$ cat src/rtl/decoder.sv
// ---------------------------------------------------------------------------
// decoder -- instruction decoder of the Jac1-8 8-bit CPU core.
//
// Splits the 16-bit program word into opcode, register selects and an 8-bit
// literal. Drives register-file read/write enables, the write-data source
// select, status-register write control and conditional relative-branch
// control for the program counter. Every decode output is combinational
// from instruction/status. The only state is the sticky illegal_op flag.
//
// Ports:
//   clk                     in   system clock (illegal_op only)
//   rst_n                   in   asynchronous active-low reset
//   instruction             in   current program word
//   status                  in   current status register
//                                (carry, underflow, zero, equal, gt, st)
//   opcode                  out  instruction[15:11]
//   param, literal_adr      out  instruction[7:0]
//   rd_sel1/2, rd_en1/2     out  register read selects / enables
//   wr_en, wr_sel           out  register write enable / select
//   sel_reg_in_alu_decoder  out  1 = write data from ALU, 0 = from param
//   add_offset              out  PC load is relative (PC + literal)
//   cnt_wr_en               out  PC load enable
//   stat_wr_en              out  status register write enable
//   stat_reg_in_alu_decoder out  status source: 1 = ALU, 0 = status_out
//   status_out              out  decoder-supplied status value
//   illegal_op              out  sticky flag, a reserved opcode was executed
// ---------------------------------------------------------------------------
module decoder #(
  parameter int DataWidth         = 8,
  parameter int SEL_WIDTH         = 2,
  parameter int PROGRAM_DataWidth = 16,
  parameter int NumOpCodeBits     = 5,
  parameter int ParamBits         = 8,
  parameter int NumStatusBits     = 6
) (
  input  logic                         clk,
  input  logic                         rst_n,
  input  logic [PROGRAM_DataWidth-1:0] instruction,
  input  logic [NumStatusBits-1:0]     status,
  output logic [NumOpCodeBits-1:0]     opcode,
  output logic [ParamBits-1:0]         param,
  output logic [DataWidth-1:0]         literal_adr,
  output logic [SEL_WIDTH-1:0]         rd_sel1,
  output logic [SEL_WIDTH-1:0]         rd_sel2,
  output logic                         rd_en1,
  output logic                         rd_en2,
  output logic                         wr_en,
  output logic [SEL_WIDTH-1:0]         wr_sel,
  output logic                         sel_reg_in_alu_decoder,
  output logic                         add_offset,
  output logic                         cnt_wr_en,
  output logic                         stat_wr_en,
  output logic                         stat_reg_in_alu_decoder,
  output logic [NumStatusBits-1:0]     status_out,
  output logic                         illegal_op
);

  // Opcode map
  localparam logic [4:0] OP_NOP  = 5'b00000;
  localparam logic [4:0] OP_ADD  = 5'b00001;
  localparam logic [4:0] OP_SUB  = 5'b00010;
  localparam logic [4:0] OP_AND  = 5'b00011;
  localparam logic [4:0] OP_OR   = 5'b00100;
  localparam logic [4:0] OP_NOT  = 5'b00101;
  localparam logic [4:0] OP_XOR  = 5'b00110;
  localparam logic [4:0] OP_SHL  = 5'b00111;
  localparam logic [4:0] OP_SHR  = 5'b01000;
  localparam logic [4:0] OP_VAL  = 5'b01001;
  localparam logic [4:0] OP_CMPR = 5'b01010;
  localparam logic [4:0] OP_GOTO = 5'b10000;
  localparam logic [4:0] OP_IFZ  = 5'b10001;
  localparam logic [4:0] OP_IFNZ = 5'b10010;
  localparam logic [4:0] OP_IFEQ = 5'b10011;
  localparam logic [4:0] OP_IFST = 5'b10100;
  localparam logic [4:0] OP_IFGT = 5'b10101;

  // Status bit positions
  localparam int ST_ZERO  = 2;
  localparam int ST_EQUAL = 3;
  localparam int ST_GT    = 4;
  localparam int ST_ST    = 5;

  logic [SEL_WIDTH-1:0] op1_s;
  logic [SEL_WIDTH-1:0] op2_s;
  logic                 reserved_s;
  logic                 illegal_op_d;
  logic                 illegal_op_q;

  // Field extraction, pass-through of opcode and immediate
  always_comb begin
    opcode      = instruction[15:11];
    param       = instruction[7:0];
    literal_adr = instruction[7:0];
    op1_s       = instruction[9:8];
    op2_s       = instruction[4:3];
  end

  // Main decode: defaults first, each opcode overrides only what it uses
  always_comb begin
    rd_sel1                 = 2'b00;
    rd_sel2                 = 2'b00;
    rd_en1                  = 1'b0;
    rd_en2                  = 1'b0;
    wr_en                   = 1'b0;
    wr_sel                  = 2'b00;
    sel_reg_in_alu_decoder  = 1'b0;
    add_offset              = 1'b0;
    cnt_wr_en               = 1'b0;
    stat_wr_en              = 1'b0;
    stat_reg_in_alu_decoder = 1'b1;
    status_out              = 6'b000000;
    reserved_s              = 1'b0;
    case (opcode)
      OP_NOP: begin
        reserved_s = 1'b0;
      end
      OP_ADD, OP_SUB, OP_AND, OP_OR, OP_XOR: begin
        rd_sel1                = op1_s;
        rd_sel2                = op2_s;
        rd_en1                 = 1'b1;
        rd_en2                 = 1'b1;
        wr_en                  = 1'b1;
        wr_sel                 = op1_s;
        sel_reg_in_alu_decoder = 1'b1;
        stat_wr_en             = 1'b1;
      end
      // Unary: the operand comes through read port 2 only
      OP_NOT: begin
        rd_sel2                = op2_s;
        rd_en2                 = 1'b1;
        wr_en                  = 1'b1;
        wr_sel                 = op1_s;
        sel_reg_in_alu_decoder = 1'b1;
        stat_wr_en             = 1'b1;
      end
      // Shift amount comes from param, so only port 1 is read
      OP_SHL, OP_SHR: begin
        rd_sel1                = op1_s;
        rd_en1                 = 1'b1;
        wr_en                  = 1'b1;
        wr_sel                 = op1_s;
        sel_reg_in_alu_decoder = 1'b1;
        stat_wr_en             = 1'b1;
      end
      OP_VAL: begin
        wr_en  = 1'b1;
        wr_sel = op1_s;
      end
      OP_CMPR: begin
        rd_sel1                = op1_s;
        rd_sel2                = op2_s;
        rd_en1                 = 1'b1;
        rd_en2                 = 1'b1;
        sel_reg_in_alu_decoder = 1'b1;
        stat_wr_en             = 1'b1;
      end
      OP_GOTO: begin
        cnt_wr_en = 1'b1;
      end
      OP_IFZ: begin
        cnt_wr_en  = status[ST_ZERO];
        add_offset = status[ST_ZERO];
      end
      OP_IFNZ: begin
        cnt_wr_en  = ~status[ST_ZERO];
        add_offset = ~status[ST_ZERO];
      end
      OP_IFEQ: begin
        cnt_wr_en  = status[ST_EQUAL];
        add_offset = status[ST_EQUAL];
      end
      OP_IFST: begin
        cnt_wr_en  = status[ST_ST];
        add_offset = status[ST_ST];
      end
      OP_IFGT: begin
        cnt_wr_en  = status[ST_GT];
        add_offset = status[ST_GT];
      end
      // Everything not listed is a reserved opcode: no side effects
      default: begin
        reserved_s = 1'b1;
      end
    endcase
  end

  // Sticky flag next-state: once a reserved opcode is seen it stays set
  always_comb begin
    illegal_op_d = illegal_op_q | reserved_s;
  end

  // Illegal-opcode flag register, cleared only by reset
  always_ff @(posedge clk or negedge rst_n) begin
    if (!rst_n) begin
      illegal_op_q <= 1'b0;
    end else begin
      illegal_op_q <= illegal_op_d;
    end
  end

  assign illegal_op = illegal_op_q;

endmodule

$ cat config.mk
export PLATFORM = sky130hd
export DESIGN_NAME = decoder
export DESIGN_NICKNAME = d
export VERILOG_FILES = /design/src/rtl/decoder.sv
export SDC_FILE = /design/constraint.sdc
export NUM_CORES = 1
export LEC_CHECK = 0
export CAP_MARGIN = 20
export CORE_UTILIZATION = 28
export CTS_BUF_LIST = sky130_fd_sc_hd__clkbuf_4
export DETAILED_ROUTE_END_ITERATION = 8
export PLACE_DENSITY_LB_ADDON = 0.3
export SLEW_MARGIN = 5
export SYNTH_ARGS = -nofsm -noshare
export SYNTH_HDL_FRONTEND = slang
export SYNTH_SLANG_ARGS = --single-unit
export TNS_END_PERCENT = 100
$ cat constraint.sdc
create_clock -name clk -period 2.7 [get_ports clk]
set_input_delay 0.27 -clock clk [delete_from_list [all_inputs] [get_ports clk]]
set_output_delay 0.27 -clock clk [all_outputs]
set_load 0.005 [all_outputs]
== Word level (Yosys, flattened, before mapping) ==
Cells that the tools add are included.

* Flip-flop bits (word level): 1
* Bits of input ports: 24
* Output and inout port bits: 42
* Logic and storage cells: 35

* Equality and inequality tests: 16
* Multiplexer cells: 10
* Bitwise gates (word level): 2
* Reduce and logical (&&, ||, !) cells: 6

{| class="wikitable"
|+ Operators with widths
! kind !! number
|-
| 5-bit equality test, second input constant || 6
|-
| 5-bit by 3-bit equality test with 1-bit output, second input constant || 4
|-
| 9-bit OR reduction || 2
|-
| 17-bit OR reduction || 1
|-
| 5-bit by 4-bit equality test with 1-bit output, second input constant || 3
|-
| 5-bit by 2-bit equality test with 1-bit output, second input constant || 2
|-
| 8-bit OR reduction || 1
|-
| 7-bit OR reduction || 1
|-
| 2-bit two-way mux || 3
|-
| 1-bit one-hot mux with 6 select lines || 1
|-
| 5-bit by 1-bit equality test with 1-bit output, second input constant || 1
|-
| 5-bit logical NOT || 1
|-
| 1-bit two-way mux || 5
|-
| 1-bit one-hot mux with 5 select lines || 1
|-
| 1-bit inverter || 1
|-
| 1-bit OR || 1
|}

== Longest topological paths before layout ==
Gate-level depths: netlist of run 1.

* Word-level depth: 4
* Mapped depth: 5
* Gate-level depth less buffers: 3

== Least setup slack after synthesis of run 1 ==
No wires, ideal clock.

* Path type: input to output
* Start point: input instruction[13]
* End point: output rd_sel2[0]
* Data arrival time: 1.101 ns
* Required time: 2.430 ns
* Setup slack: 1.329 ns
* Cell stages on the path: 4
* Buffers on the path: 1
* Cells stage by stage: buf_6 > o21a_4 > nor4_2 > and2_1

* Longest elaborated chain between the ends: 3
* Elaborated cells between the ends (all ways): 9
* Classes of those cells: eq/ne (7); mux (1); reduce/logical (1)

{| class="wikitable"
|+ RTL lines
! element !! line !! RTL
|-
| from (decl) || 38 || <nowiki>input logic [PROGRAM_DataWidth-1:0] instruction,</nowiki>
|-
| 5-bit by 4-bit equality test with 1-bit output (tied with other cells) || 113 || <nowiki>case (opcode)</nowiki>
|-
| 7-bit OR reduction (no source line) * || n/a ||
|-
| 2-bit two-way mux * || 113 ||
|-
| to (decl) || 44 || <nowiki>output logic [SEL_WIDTH-1:0] rd_sel2,</nowiki>
|}

Every way passes the cells marked *; elsewhere a longest branch is shown, timed or not.

== Worst setup path after layout of run 1 ==
* Start point: input instruction[11]
* End point: output rd_sel2[0]

Same word-level chain as after synthesis.

==> summary.txt, run 1 <==
Route
  • # DRC: 0
  • Vias: approximately 460
  • Pre-antenna DRT Iters: 3
  • 1st-iter DRT viols: 2
  • ANT nets after route: 0
  • Number of vias per cell: between 4 and 5
  • DR WL/cell: 9.120 um
  • WL final: 985 um

Global route
  • Number of global-route vias before repair: 359
  • First-pass GRT wire length: 1462 um
  • Gr usage total: 8.985%
  • Initial antenna violation count: 0
  • Largest net degree at the start of global routing: 13
  • GRT overflow: 0

Floorplan
  • Die height: 44.81 um
  • Initial Util: between 20% and 30%
  • Die ar.: 0.002007 mm2
  • Core Region: 0.001727 mm2
  • IO Count: 66
  • Chip width: 44.81 um
  • Row Count: 15

Timing
  • Post-route minimum period: 2.442 ns
  • Setup WS post-layout: 0.2581 ns
  • Hold slack: 0.4202 ns
  • Fin Clk Skew: 0 ns
  • Endpoints failing setup: 0
  • FMAX: ~0.41 GHz
  • Pins Over Slew Limit: 0
  • RSZ-0062 raised after global routing: false
  • Final hold vios: 0
  • Final TNS setup: 0 ns
  • Period utilization: 90.44%

Worst setup path
  • CP startpoint: instruction[11]
  • Largest stage delay, worst path: 0.61 ns
  • Cells on worst reg2reg path: 1
  • Reg2reg end: illegal_op$_DFF_PN0_
  • Crit Path Category: primary input to output pin
  • RR Startpoint: illegal_op$_DFF_PN0_
  • Worst-path fanout max: 12
  • Flop2flop setup slack: ~2.0 ns
  • Most frequent CP cell: clkdlybuf4s50_1
  • Crit path to: rd_sel2[0]
  • Crit path launch type: primary input
  • Worst Path Arrival: 2.17 ns
  • Crit-path cells: clkdlybuf4s50_1 -> o21a_4 -> nor4_2 -> and2_1 -> clkdlybuf4s50_1
  • CP endpoint kind: output pin
  • Slowest library cell on the worst path: clkdlybuf4s50_1
  • CP Data Required Time: 2.43 ns

Power
  • Leak: 0.0002754 uW
  • Net Switching: 34.79 uW
  • Clock share of power: 0%
  • Final Total Pwr: 111.7 uW
  • Switching share of power: 31.14%
  • Flop pwr share: 13.7%
  • Internal power: 76.92 uW
  • VDD IR max: approximately 0.079 mV
  • Power density over the cells: 158.3 mW/mm2
  • Comb pwr share: a little under nine tenths

Finish
  • Final net count: between 100 and 150
  • Fraction of layout instances using a drive strength above 1: 7.229%
  • Synthesis-to-finish area growth: 37.56%
  • Final instance area: 705.7 um2
  • Ant diodes: 0
  • Max reg flops: 1

Worst hold path
  • Hold Path Class: primary input to asynchronous set/reset pin

Clock network
  • Reg clk slew, reported paths: 0 ns
  • CTS-repair resized insts: 0
  • CTS Hold Buffers Added: 0
  • Clk_lat worst skew: 0 ns
  • Post-CTS Setup Repair Bufs: 0

Synth
  • Synth Warn #: 0
  • FF+latch count, synth: 1
  • Netlist cell types: 28
  • Mapped Area: 513.0 um2
  • Sequential-to-total area share from yosys stat: under 10%
  • Syn_area_per_cell: approximately 7.1 um2
  • Synthesized netlist cell count: 72

Placement
  • PortBufs: 37
  • Placement Cell Area: 705.7 um2
  • Setup WS pre-CTS: 0.2436 ns
  • Global placer's final weighted congestion: 0.6298
  • HPWL Detailed: 836.9 um

Run status
  • Status: finished clean

Run
  • Max Cap Viol: 0
## metrics by stage
step	instances	util, %
2_1_floorplan	77	-
3_3_place_gp	108	40.87
3_5_place_dp	108	40.87
4_1_cts	108	40.87
5_1_grt	108	40.87
6_report	108	40.87
## cells in the mapped netlist (all sizes together)
| library cell | instances | area (um2) |
|---|---|---|
| conb | 2 | 7.510 |
| dfrtp | 1 | 25.02 |
| or3 | 1 | 6.260 |
| and2 | 2 | 12.51 |
| mux2 | 1 | 11.26 |
| and3 | 1 | 6.260 |
| inv | 1 | 3.750 |
| o311ai | 1 | 8.760 |
| nand2 | 3 | 11.26 |
| nor4bb | 1 | 10.01 |
| nor4 | 1 | 12.51 |
| o21ai | 3 | 15.01 |
| o21a | 1 | 15.01 |
| nor3b | 2 | 15.01 |
| a21bo | 1 | 10.01 |
| a21oi | 1 | 5.000 |
| nor3 | 5 | 25.02 |
| nand2b | 2 | 12.51 |
| a22oi | 1 | 7.510 |
| buf | 33 | 242.7 |
| a21o | 2 | 15.01 |
| nor2 | 4 | 15.01 |
| a221o | 1 | 10.01 |
| mux2i | 1 | 10.01 |
## critical path: cells and delay by family
| family | cells | cell delay, ns |
|---|---|---|
| buf+inv | 2 | 1.10 |
| simple gates | 2 | 0.48 |
| compound gates | 1 | 0.32 |
## power by group through the flow
stage / registers [uW] / clock network, uW / logic (uW)
final: 15.3 / 0 / 96.4
after global routing: 15.3 / 0 / 105
after CTS: 15.3 / 0 / 97.6
after detailed placement: 15.3 / 0 / 97.3
after global placement: 15.3 / 0 / 96.5
after floorplan: 15.3 / 0 / 68.2
## worst min path at each step
| stage | startpoint | to | slack, ns | cells after the start |
|---|---|---|---|---|
| 6_report | rst_n | illegal_op$_DFF_PN0_ | 0.42 | 1 |
| 5_1_grt | rst_n | illegal_op$_DFF_PN0_ | 0.43 | 1 |
| 4_1_cts | rst_n | illegal_op$_DFF_PN0_ | 0.42 | 1 |
| 3_5_place_dp | rst_n | illegal_op$_DFF_PN0_ | 0.42 | 1 |
| 3_3_place_gp | rst_n | illegal_op$_DFF_PN0_ | 0.42 | 1 |
| 2_1_floorplan | rst_n | illegal_op$_DFF_PN0_ | -0.03 | 0 |
## cells in the final DEF, fill, tap and decap left out, types with 2 or more instances in the layout
cell and instances:
clkdlybuf4s50_1 37, conb_1 7, nor3_1 5, nor2_1 4
nand2_1 3, nor3b_1 2, o21ai_0 2, nand2b_1 2
and2_1 2, a21o_1 2, buf_4 2
## per-layer routing
layer | vias up | share of wire (%) | track usage [%]
met5 | - | 0 | 0
met4 | 0 | 0.20 | 1.212
met1 | 206 | 38 | 12.62
met2 | 24 | 50 | 15.00
li1 | 231 | - | -
met3 | 2 | 12 | 1.200
## final cells by class
| cell class | instances | area, um2 |
|---|---|---|
| multi-input cells | 42 | 260.3 |
| flip-flops and latches | 1 | 25.02 |
| well taps | 25 | 31.28 |
| inverters | 1 | 3.754 |
| fillers | 196 | 1021 |
| repair buffers | 39 | 385.4 |
## cells by family (layout without fill, tap and decap cells)
group / after synthesis / in the layout / share of synthesized area [%]
buffers and inverters: 34 / 40 / 48.05
other: 2 / 7 / 1.464
and+or+nand+nor: 22 / 22 / 24.63
DFF: 1 / 1 / 4.877
muxes: 2 / 2 / 4.146
AOI/OAI and AO/OA: 11 / 11 / 16.83
(Power assumes the default switching activity.)
==> inputs of run 2 (changes only) <==
--- a/config.mk
+++ b/config.mk
@@ -5,6 +5,7 @@
 export SDC_FILE = /design/constraint.sdc
 export NUM_CORES = 1
 export LEC_CHECK = 0
+export ABC_CLOCK_PERIOD_IN_PS = 2700
 export CAP_MARGIN = 20
 export CORE_UTILIZATION = 28
 export CTS_BUF_LIST = sky130_fd_sc_hd__clkbuf_4
==> results of run 2 <==
No change in the layout: final DEF, timing and power equal those of run 1.
